<file path="config.mk">
export PLATFORM = sky130hd
export DESIGN_NAME = decode_regfile_scoreboard
export DESIGN_NICKNAME = d
export VERILOG_FILES = /design/src/rtl/riscv_decode_pkg.sv /design/src/rtl/regfile_scoreboard.sv /design/src/rtl/decode_regfile_scoreboard.sv
export SDC_FILE = /design/constraint.sdc
export NUM_CORES = 2
export LEC_CHECK = 0
export ABC_AREA = 1
export BUFFER_PORTS_ARGS = -buffer_cell sky130_fd_sc_hd__buf_2
export CAP_MARGIN = 20
export CORE_UTILIZATION = 30
export CTS_CLUSTER_DIAMETER = 30
export CTS_CLUSTER_SIZE = 25
export DETAILED_ROUTE_END_ITERATION = 6
export PLACE_DENSITY = 0.57
export SLEW_MARGIN = 20
export SYNTH_ARGS = -nofsm -noshare
export SYNTH_HDL_FRONTEND = slang
export SYNTH_SLANG_ARGS = --single-unit
</file>
<file path="constraint.sdc">
create_clock -name CLK -period 1.64 [get_ports CLK]
set_input_delay 0.246 -clock CLK [delete_from_list [all_inputs] [get_ports CLK]]
set_output_delay 0.246 -clock CLK [all_outputs]
set_load 0.01 [all_outputs]
</file>
<file path="src/rtl/riscv_decode_pkg.sv">
// Shared decode-stage definitions: parameter defaults, the hardwired zero
// register index and the hazard-cause encoding seen by the stall controller.
package riscv_decode_pkg;

    localparam int XLEN_DEFAULT      = 32;
    localparam int REG_COUNT_DEFAULT = 32;

    // Architectural register that always reads zero and ignores writes.
    localparam int ZERO_REG = 0;

    // Why the decode stage is requesting a stall.
    typedef enum logic [1:0] {
        HZ_NONE    = 2'b00,
        HZ_RAW     = 2'b01,
        HZ_WAW     = 2'b10,
        HZ_RAW_WAW = 2'b11
    } hazard_cause_e;

    // Fold the individual read-after-write and write-after-write terms into
    // the cause encoding.
    function automatic hazard_cause_e hazard_cause(input logic raw, input logic waw);
        return hazard_cause_e'({waw, raw});
    endfunction

endpackage

</file>
<file path="src/rtl/regfile_scoreboard.sv">
// Per-register busy vector: set by an accepted issue, cleared by write-back.
// Produces the per-port busy status and the combined stall request.
//
// Issue acceptance: an issue with issue_valid_i is taken on the rising edge
// only when hazard_o, stall_i and clear_i are all low and the destination is
// not the zero register; otherwise it is dropped with no side effect and the
// decoder must present it again.
module regfile_scoreboard
    import riscv_decode_pkg::*;
#(
    parameter int REG_COUNT  = REG_COUNT_DEFAULT,
    parameter int ADDR_WIDTH = 5,
    parameter int READ_PORTS = 2,
    parameter int BYPASS     = 1
) (
    input  logic                             clk,
    input  logic                             rst_n,
    input  logic                             stall_i,
    input  logic                             clear_i,
    input  logic [READ_PORTS*ADDR_WIDTH-1:0] rs_address_i,
    input  logic [READ_PORTS-1:0]            rs_use_i,
    output logic [READ_PORTS-1:0]            rs_busy_o,
    input  logic                             issue_valid_i,
    input  logic [ADDR_WIDTH-1:0]            issue_rd_i,
    output logic                             hazard_o,
    output hazard_cause_e                    hazard_cause_o,
    input  logic                             wb_en_i,
    input  logic [ADDR_WIDTH-1:0]            wb_addr_i
);

    localparam logic [ADDR_WIDTH-1:0] ZERO_ADDR = ADDR_WIDTH'(ZERO_REG);

    logic [REG_COUNT-1:0] busy_q;
    logic [REG_COUNT-1:0] busy_d;
    logic                 raw_hit;
    logic                 waw_hit;
    logic                 issue_accept;
    logic                 wb_valid;

    // Busy lookup: the zero register and out-of-range indices are never busy.
    function automatic logic busy_of(input logic [REG_COUNT-1:0] vec,
                                     input logic [ADDR_WIDTH-1:0] addr);
        if (addr == ZERO_ADDR || int'(addr) >= REG_COUNT) begin
            return 1'b0;
        end
        return vec[addr];
    endfunction

    // A write-back landing this cycle hides the busy bit only when forwarding
    // can supply the data in the same cycle.
    function automatic logic wb_override(input logic [ADDR_WIDTH-1:0] addr);
        return (BYPASS != 0) && wb_en_i && (wb_addr_i == addr);
    endfunction

    assign wb_valid = wb_en_i && (wb_addr_i != ZERO_ADDR) && (int'(wb_addr_i) < REG_COUNT);

    // Per-port busy status and the read-after-write term.
    always_comb begin
        rs_busy_o = '0;
        raw_hit   = 1'b0;
        for (int k = 0; k < READ_PORTS; k++) begin
            rs_busy_o[k] = busy_of(busy_q, rs_address_i[k*ADDR_WIDTH +: ADDR_WIDTH]) &&
                           !wb_override(rs_address_i[k*ADDR_WIDTH +: ADDR_WIDTH]);
            raw_hit      = raw_hit || (rs_use_i[k] && rs_busy_o[k]);
        end
    end

    // Write-after-write term: only one outstanding writer per register.
    always_comb begin
        waw_hit = issue_valid_i && (issue_rd_i != ZERO_ADDR) &&
                  busy_of(busy_q, issue_rd_i) && !wb_override(issue_rd_i);
    end

    assign hazard_cause_o = hazard_cause(raw_hit, waw_hit);
    assign hazard_o       = (hazard_cause_o != HZ_NONE);

    assign issue_accept = issue_valid_i && !hazard_o && !stall_i && !clear_i &&
                          (issue_rd_i != ZERO_ADDR) && (int'(issue_rd_i) < REG_COUNT);

    // Next busy vector: write-back clears first so a same-register issue wins.
    always_comb begin
        busy_d = busy_q;
        if (wb_valid) begin
            busy_d[wb_addr_i] = 1'b0;
        end
        if (issue_accept) begin
            busy_d[issue_rd_i] = 1'b1;
        end
        busy_d[ZERO_REG] = 1'b0;
    end

    // Busy vector state.
    always_ff @(posedge clk or negedge rst_n) begin
        if (!rst_n) begin
            busy_q <= '0;
        end else begin
            busy_q <= busy_d;
        end
    end

endmodule

</file>
<file path="src/rtl/decode_regfile_scoreboard.sv">
// Decode-stage register file: multi-port reads with optional write-through
// forwarding, registered operand outputs and a busy scoreboard that raises
// the stall request for RAW and WAW hazards.
module decode_regfile_scoreboard
    import riscv_decode_pkg::*;
#(
    parameter int XLEN       = XLEN_DEFAULT,
    parameter int REG_COUNT  = REG_COUNT_DEFAULT,
    parameter int ADDR_WIDTH = 5,
    parameter int READ_PORTS = 2,
    parameter int BYPASS     = 1
) (
    input  logic                             CLK,
    input  logic                             RST_N,
    input  logic                             STALL,
    input  logic                             CLEAR,
    input  logic [READ_PORTS*ADDR_WIDTH-1:0] RS_ADDRESS,
    input  logic [READ_PORTS-1:0]            RS_USE,
    output logic [READ_PORTS*XLEN-1:0]       RS_DATA,
    output logic [READ_PORTS-1:0]            RS_BUSY,
    input  logic                             ISSUE_VALID,
    input  logic [ADDR_WIDTH-1:0]            ISSUE_RD,
    output logic                             HAZARD,
    input  logic                             RD_WRITE_ENABLE,
    input  logic [ADDR_WIDTH-1:0]            RD_ADDRESS,
    input  logic [XLEN-1:0]                  RD_DATA
);

    localparam logic [ADDR_WIDTH-1:0] ZERO_ADDR = ADDR_WIDTH'(ZERO_REG);

    logic [XLEN-1:0] regs_q [REG_COUNT];
    logic            wr_valid;
    hazard_cause_e   hazard_cause;

    assign wr_valid = RD_WRITE_ENABLE && (RD_ADDRESS != ZERO_ADDR) &&
                      (int'(RD_ADDRESS) < REG_COUNT);

    // Register storage; the zero register is never written so it stays 0.
    always_ff @(posedge CLK or negedge RST_N) begin
        if (!RST_N) begin
            for (int i = 0; i < REG_COUNT; i++) begin
                regs_q[i] <= '0;
            end
        end else if (wr_valid) begin
            regs_q[RD_ADDRESS] <= RD_DATA;
        end
    end

    for (genvar k = 0; k < READ_PORTS; k++) begin : g_port
        logic [ADDR_WIDTH-1:0] addr;
        logic [XLEN-1:0]       read_d;
        logic [XLEN-1:0]       data_q;

        assign addr = RS_ADDRESS[k*ADDR_WIDTH +: ADDR_WIDTH];

        // Read mux: zero register, then same-cycle forwarding, then storage.
        always_comb begin
            read_d = '0;
            if (addr == ZERO_ADDR) begin
                read_d = '0;
            end else if ((BYPASS != 0) && RD_WRITE_ENABLE && (RD_ADDRESS == addr)) begin
                read_d = RD_DATA;
            end else if (int'(addr) < REG_COUNT) begin
                read_d = regs_q[addr];
            end
        end

        // Operand output register: flush beats hold, hold beats capture.
        always_ff @(posedge CLK or negedge RST_N) begin
            if (!RST_N) begin
                data_q <= '0;
            end else if (CLEAR) begin
                data_q <= '0;
            end else if (!STALL) begin
                data_q <= read_d;
            end
        end

        assign RS_DATA[k*XLEN +: XLEN] = data_q;
    end

    regfile_scoreboard #(
        .REG_COUNT  (REG_COUNT),
        .ADDR_WIDTH (ADDR_WIDTH),
        .READ_PORTS (READ_PORTS),
        .BYPASS     (BYPASS)
    ) u_scoreboard (
        .clk            (CLK),
        .rst_n          (RST_N),
        .stall_i        (STALL),
        .clear_i        (CLEAR),
        .rs_address_i   (RS_ADDRESS),
        .rs_use_i       (RS_USE),
        .rs_busy_o      (RS_BUSY),
        .issue_valid_i  (ISSUE_VALID),
        .issue_rd_i     (ISSUE_RD),
        .hazard_o       (HAZARD),
        .hazard_cause_o (hazard_cause),
        .wb_en_i        (RD_WRITE_ENABLE),
        .wb_addr_i      (RD_ADDRESS)
    );

    // The cause code is carried for the stall controller; the boolean request
    // is what leaves this block.
    logic unused_cause;
    assign unused_cause = ^hazard_cause;

endmodule
</file>
==> impl_metrics.py, run 1 <==
metrics = {
    "outcome": {
        "firstError": "Error: regs_q\\[531\\] 1 pin not visited #guides = 25",
        "status": "did not finish",
        "flow.stopped_at": "detailed routing",
    },
    "logic_synthesis": {
        "synth_area_um2": 58800,
        "synth.distinct_cells": 35,
        "syn-num-nets": 7790,
        "synth_edf_count": 0,
        "async_flop_share": 1.00,
        "synth_top_cell_area_share": 0.476,
        "synth_seq_cells": 1119,
        "synth_flop_cell": "dfrtp_1",
        "ys_warn_count": 0,
        "syn_avg_cell_area_um2": 7.61,
        "synthTopCellsByArea": "dfrtp_1 (48%), nand2_1 (17%), o21ai_0 (8.9%), nand3_1 (5.4%), o221ai_1 (4.8%)",
        "yosysTopAreaCell": "dfrtp_1",
        "synthCells": 7730,
        "synthTopCellsByCount": "nand2_1 (2630), dfrtp_1 (1119), o21ai_0 (1047), nand3_1 (633), clkbuf_1 (408)",
        "yosysSeqAreaShare": 0.476,
        "yosysMostFrequentCell": "nand2_1",
    },
    "floorplanning": {
        "rows": 162,
        "die_x_um": 445,
        "start_util": 0.302,
        "num_io_pins": 127,
        "die_h_um": 445,
    },
    "global_route": {
        "grt_pass1_vias": 60009,
        "grt_pass1_wl_mm": 409,
        "grt_usage": 0.277,
        "grt_max_degree": 81,
        "antenna_found_initial": 4,
        "overflow": 0,
    },
    "clock_network": {
        "clkSinkCount": 1119,
        "cts_buffers": 223,
        "root_buffer": "clkbuf_16",
        "cts_max_path_buffers": 3,
        "htreeDepth": 4,
    },
    "placement": {
        "finalWeightedCongestion": 0.978,
        "preCtsSetupSlack_ns": -0.564,
        "io_buffers": 126,
        "placed_area_um2": 68400,
        "hpwlAfterDp_mm": 183,
    },
    "sta": {
        "worstEndpointGrtRepair": "HAZARD",
        "worst_path_end_type": "primary output",
    },
}
-- cells by family after synthesis --
group | after synthesis | share of synthesized area
simple gates | 3682 | 0.254
compound gates | 1949 | 0.200
buf+inv | 979 | 0.0695
xor+xnor | 1 | 0.000149
flops | 1119 | 0.476
-- what timing repair did --
item / in CTS / in global routing
buffers inserted: 15 / 8
hold buffers: 35 / 0
pin swaps: 16 / 11
setup endpoints to repair: 98 / 101
hold endpoints to repair: 1489 / 0
gates resized for setup: 102 / 29
-- layer usage --
| layer | GRT usage |
|---|---|
| met1 | 0.343 |
| met2 | 0.430 |
| met3 | 0.0618 |
| met4 | 0.186 |
| met5 | 0.00220 |
-- stage by stage --
step | std cells | setup TNS, ns
after global routing | 10927 | -19.29
after CTS | 10919 | -14.21
after detailed placement | 10446 | -254.63
after global placement | 10446 | -242.40
after floorplan | 7730 | -0.0257
==> run 2: changes to the inputs <==
CORE_UTILIZATION = 20   (was 30)
CTS_CLUSTER_DIAMETER = not set   (was 30)
CTS_CLUSTER_SIZE = not set   (was 25)
PLACE_DENSITY = not set   (was 0.57)
PLACE_DENSITY_LB_ADDON = 0.15   (was not set)
clock period = 2.1 ns   (was 1.64 ns; I/O delays follow)
==> run 2 against run 1 <==
Compared with the run above: the flow now finishes, with violations (design-rule violations, negative setup slack); global-route usage fell by 6.0 points; synthesized cell count unchanged; area after synthesis did not move.
==> impl_metrics.py, run 2 <==
metrics = {
    "clock_network": {
        "clk_latency_ns": 0.82,
        "clk_pin_slew_worst_paths_ns": 0.06,
        "cts_tree": "yes",
        "root_buffer": "clkbuf_16",
        "cts_buffers": 150,
        "cts_max_path_buffers": 4,
        "htreeDepth": 4,
        "clkSinkCount": 1119,
    },
    "global_route": {
        "grt_pass1_vias": 57927,
        "grt_usage": 0.217,
        "grt.busiest_layer": "met2",
        "grt_max_degree": 78,
        "antenna_found_initial": 9,
        "grtUsageMet2": 0.346,
        "grt_use_met1": 0.296,
        "grt_pass1_wl_mm": 461,
        "overflow": 0,
        "grt.met3_usage": 0.0337,
    },
    "sta": {
        "finalSetupViolCount": 3,
        "skew_ns": 0.0433,
        "period_share": 1.24,
        "slew_violations": 0,
        "max-slew-margin-rel": 0.544,
        "worstMarginPinSlew_ns": 0.682,
        "rsz0062_at_grt": "true",
        "finalCriticalPeriod_ns": 2.60,
        "worst_slack_ns": -0.500,
        "hold_violations": 0,
        "fmax_mhz": 385,
    },
    "logic_synthesis": {
        "synth_edf_count": 0,
        "ys_warn_count": 0,
        "yosysMostFrequentCell": "nand2_1",
        "yosysTopAreaCell": "dfrtp_1",
        "syn-num-nets": 7790,
        "synth_flop_cell": "dfrtp_1",
        "async_flop_share": 1.00,
        "synth_top_cell_area_share": 0.476,
        "yosysSeqAreaShare": 0.476,
        "synth_seq_cells": 1119,
        "synthTopCellsByCount": "nand2_1 (2630), dfrtp_1 (1119), o21ai_0 (1047), nand3_1 (633), clkbuf_1 (408)",
        "synth.distinct_cells": 35,
        "synthTopCellsByArea": "dfrtp_1 (48%), nand2_1 (17%), o21ai_0 (8.9%), nand3_1 (5.4%), o221ai_1 (4.8%)",
        "synthCells": 7730,
        "synth_area_um2": 58800,
        "syn_avg_cell_area_um2": 7.61,
    },
    "finish": {
        "fillCellCount": 31791,
        "largest_reg_flops": 1024,
        "multiInputGateArea_um2": 27100,
        "syn_to_final_growth_pct": 27.2,
        "layout.nets": 8024,
        "layout-drive-gt1-share": 0.149,
        "seq_area_um2": 28000,
        "layout_commonest_cell": "nand2_1",
        "stdcell_area_um2": 74800,
        "reg_top3": "regs_q x1024, g_port.data_q x64, u_scoreboard.busy_q x31",
        "final_util": 0.256,
        "stdcell_count": 11967,
        "largest_register": "regs_q",
        "final_cell_mix": "nand2_1 (2590), dfrtp_1 (1112), o21ai_0 (1044)",
    },
    "floorplanning": {
        "die_x_um": 544,
        "num_io_pins": 127,
        "die_h_um": 544,
        "die-area_um2": 296000,
        "start_util": 0.202,
        "core_um2": 292000,
        "rows": 198,
    },
    "detailed_routing": {
        "ant_nets": 0,
        "vias": 59567,
        "drc_errors": 3,
        "wl_per_cell_um": 27.3,
        "dr.pass1.iters": 7,
        "viasPerCell": 4.98,
        "drt_iter0_drc": 6837,
        "totalWireLength_mm": 326,
    },
    "setup_path": {
        "crit_path_end_kind": "output port",
        "cpPeakStageDelay_ns": 0.44,
        "cpMostUsedCell": "nand2_1",
        "cp_top_family": "simple AND/OR/NAND/NOR gates",
        "rrSetupSlack_ns": 0.13,
        "crit_buf_inv": 3,
        "path_class": "reg -> out",
        "critPathRequiredTime_ns": 1.78,
        "path_cells": "buf_4, nand2_1, o211ai_1, nand2_1, nand2_1, nor2_1, nand2_1, nand2_1, nand2_2, nor2_4, inv_2, buf_6",
        "worstRegToRegCells": 9,
        "rr_startpoint": "regs_q[744]",
        "start_kind": "flip-flop",
        "cp_max_fo": 4,
        "arrival_ns": 2.28,
        "critPathSlowestCell": "dfrtp_2",
        "r2r_end": "g_port[1].data_q[8]",
    },
    "placement": {
        "finalWeightedCongestion": 0.867,
        "dpl.cell_count": 11671,
        "placed_area_um2": 69500,
        "io_buffers": 126,
        "hpwlAfterDp_mm": 216,
    },
    "worst_hold_path": {
        "hold_depth": 6,
        "min_to": "u_scoreboard.busy_q[12]",
        "hold_path.class": "in -> reg",
        "worstHoldStart": "ISSUE_RD[4]",
    },
    "outcome": {
        "status": "finished, violations left",
        "violations": "design-rule violations, negative setup slack",
    },
    "power_and_ir_drop": {
        "power_density_nw_per_um2": 896,
        "leakagePower_uw": 0.0337,
        "vdd_ir_drop_max_mv": 0.477,
        "total_power_uw": 67000,
    },
    "job": {
        "max_cap_viol_count": 0,
    },
}
[run 2: cell counts after synthesis]
Identical to the previous run, type by type.
[run 2: repair_timing]
action                                  CTS  global route
hold endpoints to repair                967             0
hold buffers                             31             0
endpoints found under the setup margin    3            34
resized for setup                        23            46
pin swaps                                 9            22
buffers inserted                          6             5
[run 2: worst max-delay path by stage]
stage                            startpoint                   to  depth (start not counted)
finish               u_scoreboard.busy_q[3]               HAZARD                         12
global placement              RS_ADDRESS[5]  g_port[1].data_q[8]                         13
floorplan                     RS_ADDRESS[7]               HAZARD                         12
CTS                  u_scoreboard.busy_q[3]               HAZARD                         13
global route        u_scoreboard.busy_q[22]               HAZARD                         12
detailed placement            RS_ADDRESS[5]  g_port[1].data_q[8]                         13
[run 2: logic make-up after synthesis]
group / Yosys count / synth area share
AO/OA/AOI/OAI: 1949 / 0.200
XOR/XNOR: 1 / 0.000149
buffers and inverters: 979 / 0.0695
flip-flops: 1119 / 0.476
AND/OR/NAND/NOR: 3682 / 0.254
[run 2: through the flow]
step	hold slack [ns]	TNS (ns)	setup WS, ns
3_5_place_dp	0.239	-44.49	-0.547
4_1_cts	0.0132	-1.43	-0.630
2_1_floorplan	0.0194	0	0.179
3_3_place_gp	0.242	-45.42	-0.553
6_report	0.0603	-1.19	-0.500
5_1_grt	0.0774	-1.54	-0.612
[run 2: report_power, final]
group          internal (uW)  switching (uW)
Sequential             25400            3190
Combinational           4880            7870
Clock                  15000           10600
[run 2: tightest hold or removal path, stage by stage]
cell	delay, ns
buf_2	0.12
nor3_1	0.10
inv_1	0.11
nor2_1	0.05
nand3_1	0.07
nand2_1	0.05
[run 2: area by class of cell]
cell class | instances | area share
Multi-Input combinational cell | 5632 | 0.363
Inverter | 224 | 0.0117
Antenna cell | 2 | 0.0000669
Timing Repair Buffer | 837 | 0.123
Sequential cell | 1119 | 0.375
Tap cell | 3900 | 0.0652
Clock inverter | 25 | 0.00338
Clock buffer | 228 | 0.0595
[run 2: routing by layer]
layer  up-vias  part of all wire  wire length, um
met5         -          0.000040               13
met4         2             0.036            11900
met3       514             0.067            21700
met2      2546              0.45           147000
met1     29783              0.45           146000
li1      26722                 -                -
No activity file was read; power rests on OpenSTA's default activity.
